<file path="src/rtl/in_capture_unit_if.sv">
// Bus between the IN-capture unit and its surroundings: controller request,
// board button/switches, and the captured word with its handshake/status bits.
interface in_capture_unit_if #(
  parameter int SW_WIDTH = 16
);
  logic                in_req;
  logic                button_in;
  logic [SW_WIDTH-1:0] switches;
  logic [31:0]         in_data;
  logic                in_valid;
  logic                stall;
  logic                waiting;
  logic                btn_level;

  modport master (
    output in_req, button_in, switches,
    input  in_data, in_valid, stall, waiting, btn_level
  );

  modport slave (
    input  in_req, button_in, switches,
    output in_data, in_valid, stall, waiting, btn_level
  );
endinterface

</file>
<file path="src/rtl/in_capture_unit.sv">
// Synchronises and debounces the confirm button, stalls the core during an IN
// instruction and captures the extended switch word on a clean press.
module in_capture_unit #(
  parameter int DEBOUNCE_CYCLES = 16,
  parameter int SW_WIDTH        = 16,
  parameter bit SIGN_EXT        = 1'b1
) (
  input logic               clock,
  input logic               rst,
  in_capture_unit_if.slave  bus
);
  localparam int            CW       = $clog2(DEBOUNCE_CYCLES) + 1;
  localparam logic [CW-1:0] CNT_LAST = CW'(DEBOUNCE_CYCLES - 1);

  typedef enum logic [1:0] {
    IDLE,
    WAIT_RELEASE,
    WAIT_PRESS,
    CAPTURE
  } state_t;

  state_t        state, next_state;
  logic          sync1, sync2;
  logic [CW-1:0] cnt;
  logic          level;
  logic          valid_q;
  logic [31:0]   data_q;
  logic [31:0]   ext_word;

  always_ff @(posedge clock or negedge rst) begin
    if (!rst) begin
      sync1 <= 1'b0;
      sync2 <= 1'b0;
    end else begin
      sync1 <= bus.button_in;
      sync2 <= sync1;
    end
  end

  // Level flips only after DEBOUNCE_CYCLES consecutive disagreeing samples.
  always_ff @(posedge clock or negedge rst) begin
    if (!rst) begin
      cnt   <= '0;
      level <= 1'b0;
    end else if (sync2 == level) begin
      cnt <= '0;
    end else if (cnt == CNT_LAST) begin
      cnt   <= '0;
      level <= ~level;
    end else begin
      cnt <= cnt + CW'(1);
    end
  end

  always_comb begin
    ext_word               = '0;
    ext_word[SW_WIDTH-1:0] = bus.switches;
    for (int unsigned i = SW_WIDTH; i < 32; i++) begin
      ext_word[i] = SIGN_EXT & bus.switches[SW_WIDTH-1];
    end
  end

  always_comb begin
    next_state = state;
    unique case (state)
      IDLE: begin
        if (bus.in_req) next_state = level ? WAIT_RELEASE : WAIT_PRESS;
      end
      WAIT_RELEASE: begin
        if (!level) next_state = bus.in_req ? WAIT_PRESS : IDLE;
      end
      WAIT_PRESS: begin
        // Withdrawal takes priority over a simultaneous press.
        if (!bus.in_req)  next_state = IDLE;
        else if (level)   next_state = CAPTURE;
      end
      CAPTURE: begin
        next_state = WAIT_RELEASE;
      end
      default: next_state = IDLE;
    endcase
  end

  always_ff @(posedge clock or negedge rst) begin
    if (!rst) begin
      state   <= IDLE;
      valid_q <= 1'b0;
      data_q  <= '0;
    end else begin
      state   <= next_state;
      valid_q <= (next_state == CAPTURE);
      if (next_state == CAPTURE) data_q <= ext_word;
    end
  end

  assign bus.in_data   = data_q;
  assign bus.in_valid  = valid_q;
  assign bus.stall     = rst & bus.in_req & (state != CAPTURE);
  assign bus.waiting   = rst & (state == WAIT_PRESS);
  assign bus.btn_level = level;
endmodule

</file>
<file path="src/flat_wrapper.sv">
// flat-port wrapper written by rule: the top's interface ports become plain ports
module in_capture_unit_flat 
#(
  parameter int DEBOUNCE_CYCLES = 16,
  parameter int SW_WIDTH        = 16,
  parameter bit SIGN_EXT        = 1'b1
)
  (clock, rst, bus_in_req, bus_button_in, bus_switches, bus_in_data, bus_in_valid, bus_stall, bus_waiting, bus_btn_level);
  in_capture_unit_if #(.SW_WIDTH(SW_WIDTH)) bus_i ();
  input logic clock;
  input logic rst;
  input wire logic [$bits(bus_i.in_req)-1:0] bus_in_req;
  input wire logic [$bits(bus_i.button_in)-1:0] bus_button_in;
  input wire logic [$bits(bus_i.switches)-1:0] bus_switches;
  output wire logic [$bits(bus_i.in_data)-1:0] bus_in_data;
  output wire logic [$bits(bus_i.in_valid)-1:0] bus_in_valid;
  output wire logic [$bits(bus_i.stall)-1:0] bus_stall;
  output wire logic [$bits(bus_i.waiting)-1:0] bus_waiting;
  output wire logic [$bits(bus_i.btn_level)-1:0] bus_btn_level;
  assign bus_i.in_req = bus_in_req;
  assign bus_i.button_in = bus_button_in;
  assign bus_i.switches = bus_switches;
  assign bus_in_data = bus_i.in_data;
  assign bus_in_valid = bus_i.in_valid;
  assign bus_stall = bus_i.stall;
  assign bus_waiting = bus_i.waiting;
  assign bus_btn_level = bus_i.btn_level;
  in_capture_unit #(.DEBOUNCE_CYCLES(DEBOUNCE_CYCLES), .SW_WIDTH(SW_WIDTH), .SIGN_EXT(SIGN_EXT)) u_core (.clock(clock), .rst(rst), .bus(bus_i));
endmodule
</file>
<file path="config.mk">
export PLATFORM = sky130hd
export DESIGN_NAME = in_capture_unit_flat
export DESIGN_NICKNAME = d
export VERILOG_FILES = /design/src/rtl/in_capture_unit_if.sv /design/src/rtl/in_capture_unit.sv /design/src/flat_wrapper.sv
export SDC_FILE = /design/constraint.sdc
export NUM_CORES = 1
export LEC_CHECK = 0
export ABC_CLOCK_PERIOD_IN_PS = 1600
export CORE_MARGIN = 3
export CORE_UTILIZATION = 40
export CTS_CLUSTER_DIAMETER = 120
export DETAILED_ROUTE_END_ITERATION = 16
export GPL_TIMING_DRIVEN = 0
export PLACE_DENSITY = 0.78
export REMOVE_ABC_BUFFERS = 1
export SYNTH_ARGS = -nofsm -noshare
export SYNTH_HDL_FRONTEND = slang
export SYNTH_SLANG_ARGS = --single-unit
export TNS_END_PERCENT = 10
</file>
<file path="constraint.sdc">
create_clock -name clock -period 1.6 [get_ports clock]
set_input_delay 0.32 -clock clock [delete_from_list [all_inputs] [get_ports clock]]
set_output_delay 0.32 -clock clock [all_outputs]
set_load 0.02 [all_outputs]
</file>
# --- Yosys cells after proc, flatten, opt, wreduce, memory -nomap -nowiden ---
# Index checks and enable logic that the tools add are counted.
# Widths: inputs -> output; s select.
word_totals:
  reg_bits: 27
  latchBits: 0
  mem_bits_rw: 0
  mem_bits_ro: 0
  out_inout_bits: 36
  memories: 0
classes:
  n_addsub: 1
  mul: 0
  n_div: 0
  n_lt_le_gt_ge: 0
  n_eq_ne: 7
  shifts: 0
  mux: 9
  n_bitwise: 5
  n_reduce_logical: 2
ops:
  columns: ["op", "n"]
  rows:
  - ["$mux 2", 6]
  - ["$mux 5", 2]
  - ["$pmux 2 s4", 1]
  - ["$eq 2x2->1 const B", 3]
  - ["$add 5x1->5 const B", 1]
  - ["$eq 5x4->1 const B", 1]
  - ["$and 1x1->1", 3]
  - ["$eq 2x1->1 const B", 1]
  - ["$logic_not 2->1", 1]
  - ["$ne 2x2->1 const B", 1]
  - ["$not 1->1", 2]
  - ["$reduce_and 2->1", 1]
  - ["$eq 1x1->1", 1]

# --- Depth between registers and ports, before layout ---
logic_depth:
  word_depth: 4
  depth_mapped: 4
  mapped_depth_nobuf: 4

# --- Worst setup path before layout ---
# OpenSTA, ideal clock, no wires.
synth_path:
  kind: "reg-to-reg"
  start: "register u_core.level, in the netlist u_core.bus.btn_level"
  end: "register u_core.data_q[10], in the netlist u_core.bus.in_data[10]"
  setup_time_ps: 125
  arrival_time_ps: 1178
  slack_ps: 297
  path_stages_with_launch: 4
  n_path_buf: 1
  path_cell_list: "dfrtp_1 -> nand3_4 -> buf_6 -> mux2_4"
synth_between:
  elab_chain_len: 4
  word_cells_on_any_way: 7
  cone_classes: "eq/ne (1); mux (6)"
synth_rtl:
  columns: ["element", "line", "rtl"]
  rows:
  - ["from (decl)", "in_capture_unit.sv:25", "logic level;"]
  - ["from (signal assigned)", "in_capture_unit.sv:49", "level <= ~level;"]
  - ["$mux 2, on equally long branches", "in_capture_unit.sv:75, in_capture_unit.sv:67", null]
  - ["$mux 2, on equally long branches", "in_capture_unit.sv:74, in_capture_unit.sv:67", null]
  - ["$pmux 2 s4 (*)", "in_capture_unit.sv:65", "unique case (state)"]
  - ["$eq 2x2->1 (*)", "in_capture_unit.sv:92", "if (next_state == CAPTURE) data_q <= ext_word;"]
  - ["to (signal assigned)", "in_capture_unit.sv:92", null]
  - ["to (decl)", "in_capture_unit.sv:27", "logic [31:0] data_q;"]
# Mark *: on every way between the ends. The rest lies on a longest branch, timed or not.
# A chain may end at the register's enable or synchronous reset.

# --- Final worst setup path ---
layout_path:
  start: "register, netlist name u_core.bus.in_data[15]"
  end: "output port bus_in_data[22]"
layout_rtl:
  columns: ["element", "line", "rtl"]
  rows:
  - ["to (decl)", "flat_wrapper.sv:15", "output wire logic [$bits(bus_i.in_data)-1:0] bus_in_data;"]
# No word-level cell between the ends.

==> flow_summary.json <==
{
  "cts_buffer_depth": 2,
  "die_area_um2": 3670,
  "dp_slack_ps": -1320,
  "gp_congestion": 0.673,
  "synth_cell_types": 17,
  "p_comb_share_pct": 9.4,
  "p_total_uw": 1090,
  "fillCellCount": 241,
  "yosysWarnings": 0,
  "vias": 762,
  "totalWireLength_um": 2200,
  "cellInternalPower_uw": 849,
  "p_seq_share_pct": 64.4,
  "power_density_nw_per_um2": 661,
  "synth_edf_count": 0,
  "antenna_left": 0,
  "critPathKind": "flip-flop to primary output",
  "setup_viol": 0,
  "die_w_um": 60.5,
  "antenna_cells": 0,
  "finalNonFillerCells": 162,
  "report.final.slew_viol_count": 0,
  "wl_per_cell_um": 13.6,
  "worstPathMaxFanout": 10,
  "ys_seq_area_share_pct": 56.8,
  "status": "finished, final reports clean",
  "io_pins": 56,
  "avgSynthCellArea_um2": 13.8,
  "min_path_type": "flip-flop to flip-flop",
  "worst_setup_path_start_kind": "flip-flop",
  "crit_start": "u_core.bus.in_data[15]",
  "drtIter0Drc": 20,
  "area_growth_pct": 38.5,
  "grt_pass1_wl_um": 3470,
  "avgViaCountPerCell": 4.70,
  "worst_pin_slew_ps": 312,
  "synthTopCellsByCount": "dfrtp_1 (27), buf_4 (16), mux2_4 (9)",
  "synth_top_area_share_pct": 56.8,
  "critPathArrivalTime_ps": 1240,
  "drive_gt1_share_pct": 26.7,
  "synth_most_common_cell": "dfrtp_1",
  "cts_tree": "done",
  "dpl_cell_area_um2": 1650,
  "fmax_mhz": 643,
  "setup_slack_ps": 43.7,
  "fp-row-count": 19,
  "synth_area_leaders": "dfrtp_1 (57%), mux2_4 (11%), buf_4 (10%), mux2_2 (7.6%), xor2_1 (2.2%)",
  "slew-limit-headroom_pct": 79.2,
  "yosys.area.top_type": "dfrtp_1",
  "critPathCaptureType": "primary output",
  "synthCells": 86,
  "numCtsBuffers": 3,
  "crit_chain": "buf_6 > clkdlybuf4s15_1",
  "critPathTopFamily": "flip-flops",
  "p_switching_uw": 240,
  "dpl.cell_count": 155,
  "rrSetupSlack_ps": 260,
  "htreeDepth": 1,
  "finClkSkew_ps": 10.4,
  "min-delay-start": "u_core.sync1",
  "slowest_delay_ps": 480,
  "p_leak_uw": 0.000974,
  "fin_crit_ps": 1560,
  "drv_cap": 0,
  "drc_errors": 0,
  "max-vdd-ir-drop_mv": 0.465,
  "reg2reg_depth": 3,
  "rsz0062_at_grt": "yes",
  "clkLatencyLatePin_ps": 320,
  "grt_pass1_vias": 787,
  "numPortBuffers": 55,
  "fin_crit_sh_pct": 97.3,
  "dr.pass1.iters": 2,
  "antenna_found_initial": 0,
  "core-area_um2": 2810,
  "cts-root-buf": "clkbuf_4",
  "die_y_um": 60.5,
  "synth-seq-cells": 27,
  "start_util_pct": 42.4,
  "worst-path-buf-inv": 2,
  "rr_startpoint": "u_core.state[1]",
  "worstReg2RegEnd": "u_core.bus.in_data[11]",
  "hold_depth": 0,
  "globalRouteOverflowTotal": 0,
  "hold_viol": 0,
  "hold-path-endpoint": "u_core.sync2",
  "clock_power_share_pct": 26.2,
  "switching_share_pct": 22.0,
  "dp_hpwl_um": 1650,
  "clock-sinks": 27,
  "nets": 153,
  "grt_start_max_net_pins": 28,
  "gr-usage-all-layers_pct": 12.8,
  "finalInstanceArea_um2": 1650,
  "ys.flop_type": "dfrtp_1",
  "clk_pin_slew_ps": 140,
  "synthArstFlopShare_pct": 100,
  "cp_slowest_cell": "dfrtp_2",
  "syn_area_um2": 1190,
  "crit_required_ps": 1280
}
## sequential cells by signal (all words and copies together) (netlist names)
register	count
u_core.bus.in_data	16
u_core.cnt	5
u_core.state	2
u_core.bus.btn_level	1
u_core.bus.in_valid	1
u_core.sync1	1
u_core.sync2	1
## layer usage
metal / up-vias / track usage, % / share of wire, %
met1: 375 / 14.4 / 37
met3: 2 / 6.81 / 10
met2: 30 / 21.8 / 52
li1: 355 / - / -
met4: 0 / 2.79 / 0.50
met5: - / 0 / 0
## power by group through the flow
stage,clock network (µW),logic (µW),registers (µW)
2_1_floorplan,0,23.4,716
3_3_place_gp,0,99.5,714
3_5_place_dp,0,102,715
4_1_cts,300,105,702
5_1_grt,332,112,704
6_report,286,102,701
## stage by stage
step | TNS (ps) | hold WS (ps) | util [%]
after floorplan | -19000 | 24.4 | -
after global placement | -8080 | 334 | 58.7
after detailed placement | -9730 | 346 | 58.7
after CTS | -408 | 377 | 59.1
after global routing | -87.3 | 383 | 58.7
final | 0 | 370 | 58.7
## what timing repair did
item                       in CTS  in global routing
setup endpoints to repair      36                  8
hold buffers                    2                  0
resized for setup              53                 14
setup buffers                   1                  0
hold endpoints to repair       27                  0
## cells by family (layout without fill, tap and decap cells)
logic type / Yosys count / after routing / share of synthesized area [%]
compound gates: 3 / 3 / 1.26
flops: 27 / 27 / 56.8
mux: 17 / 17 / 18.9
simple gates: 15 / 15 / 7.78
fa+ha+maj: 1 / 1 / 1.05
buf+inv: 20 / 65 / 12.0
xor+xnor: 3 / 3 / 2.21
## worst max path at each step
stage | depth (start not counted) | slack, ps | endpoint
after floorplan | 1 | -1200 | u_core.bus.in_data[15]
after global placement | 3 | -1300 | bus_stall
after detailed placement | 3 | -1320 | bus_stall
after CTS | 2 | -60 | bus_in_data[22]
after global routing | 2 | -50 | bus_in_data[31]
final | 2 | 40 | bus_in_data[22]
## area by class of cell
type	instances	area (µm²)	area share (%)
Sequential cell	27	677	41.1
Clock buffer	3	22.5	1.37
Clock inverter	1	5.00	0.304
Tap cell	31	38.8	2.35
Inverter	3	11.3	0.683
Timing Repair Buffer	58	522	31.7
Multi-Input combinational cell	39	372	22.6
## layout by cell type (no fill, tap or decap), types with 2 or more instances in the layout
master / Yosys / layout
clkdlybuf4s15_1: 0 / 2
xor2_1: 3 / 3
o21ai_0: 2 / 2
nor2_1: 4 / 4
nand2_1: 3 / 3
mux2_2: 8 / 8
dfrtp_1: 27 / 26
nand3_1: 2 / 2
mux2_4: 9 / 9
dlygate4sd2_1: 0 / 27
and2_1: 2 / 2
inv_1: 3 / 3
clkbuf_2: 0 / 5
clkdlybuf4s50_1: 0 / 17
buf_2: 0 / 2
and3_1: 2 / 2
clkbuf_4: 0 / 3
(Power assumes the default switching activity.)
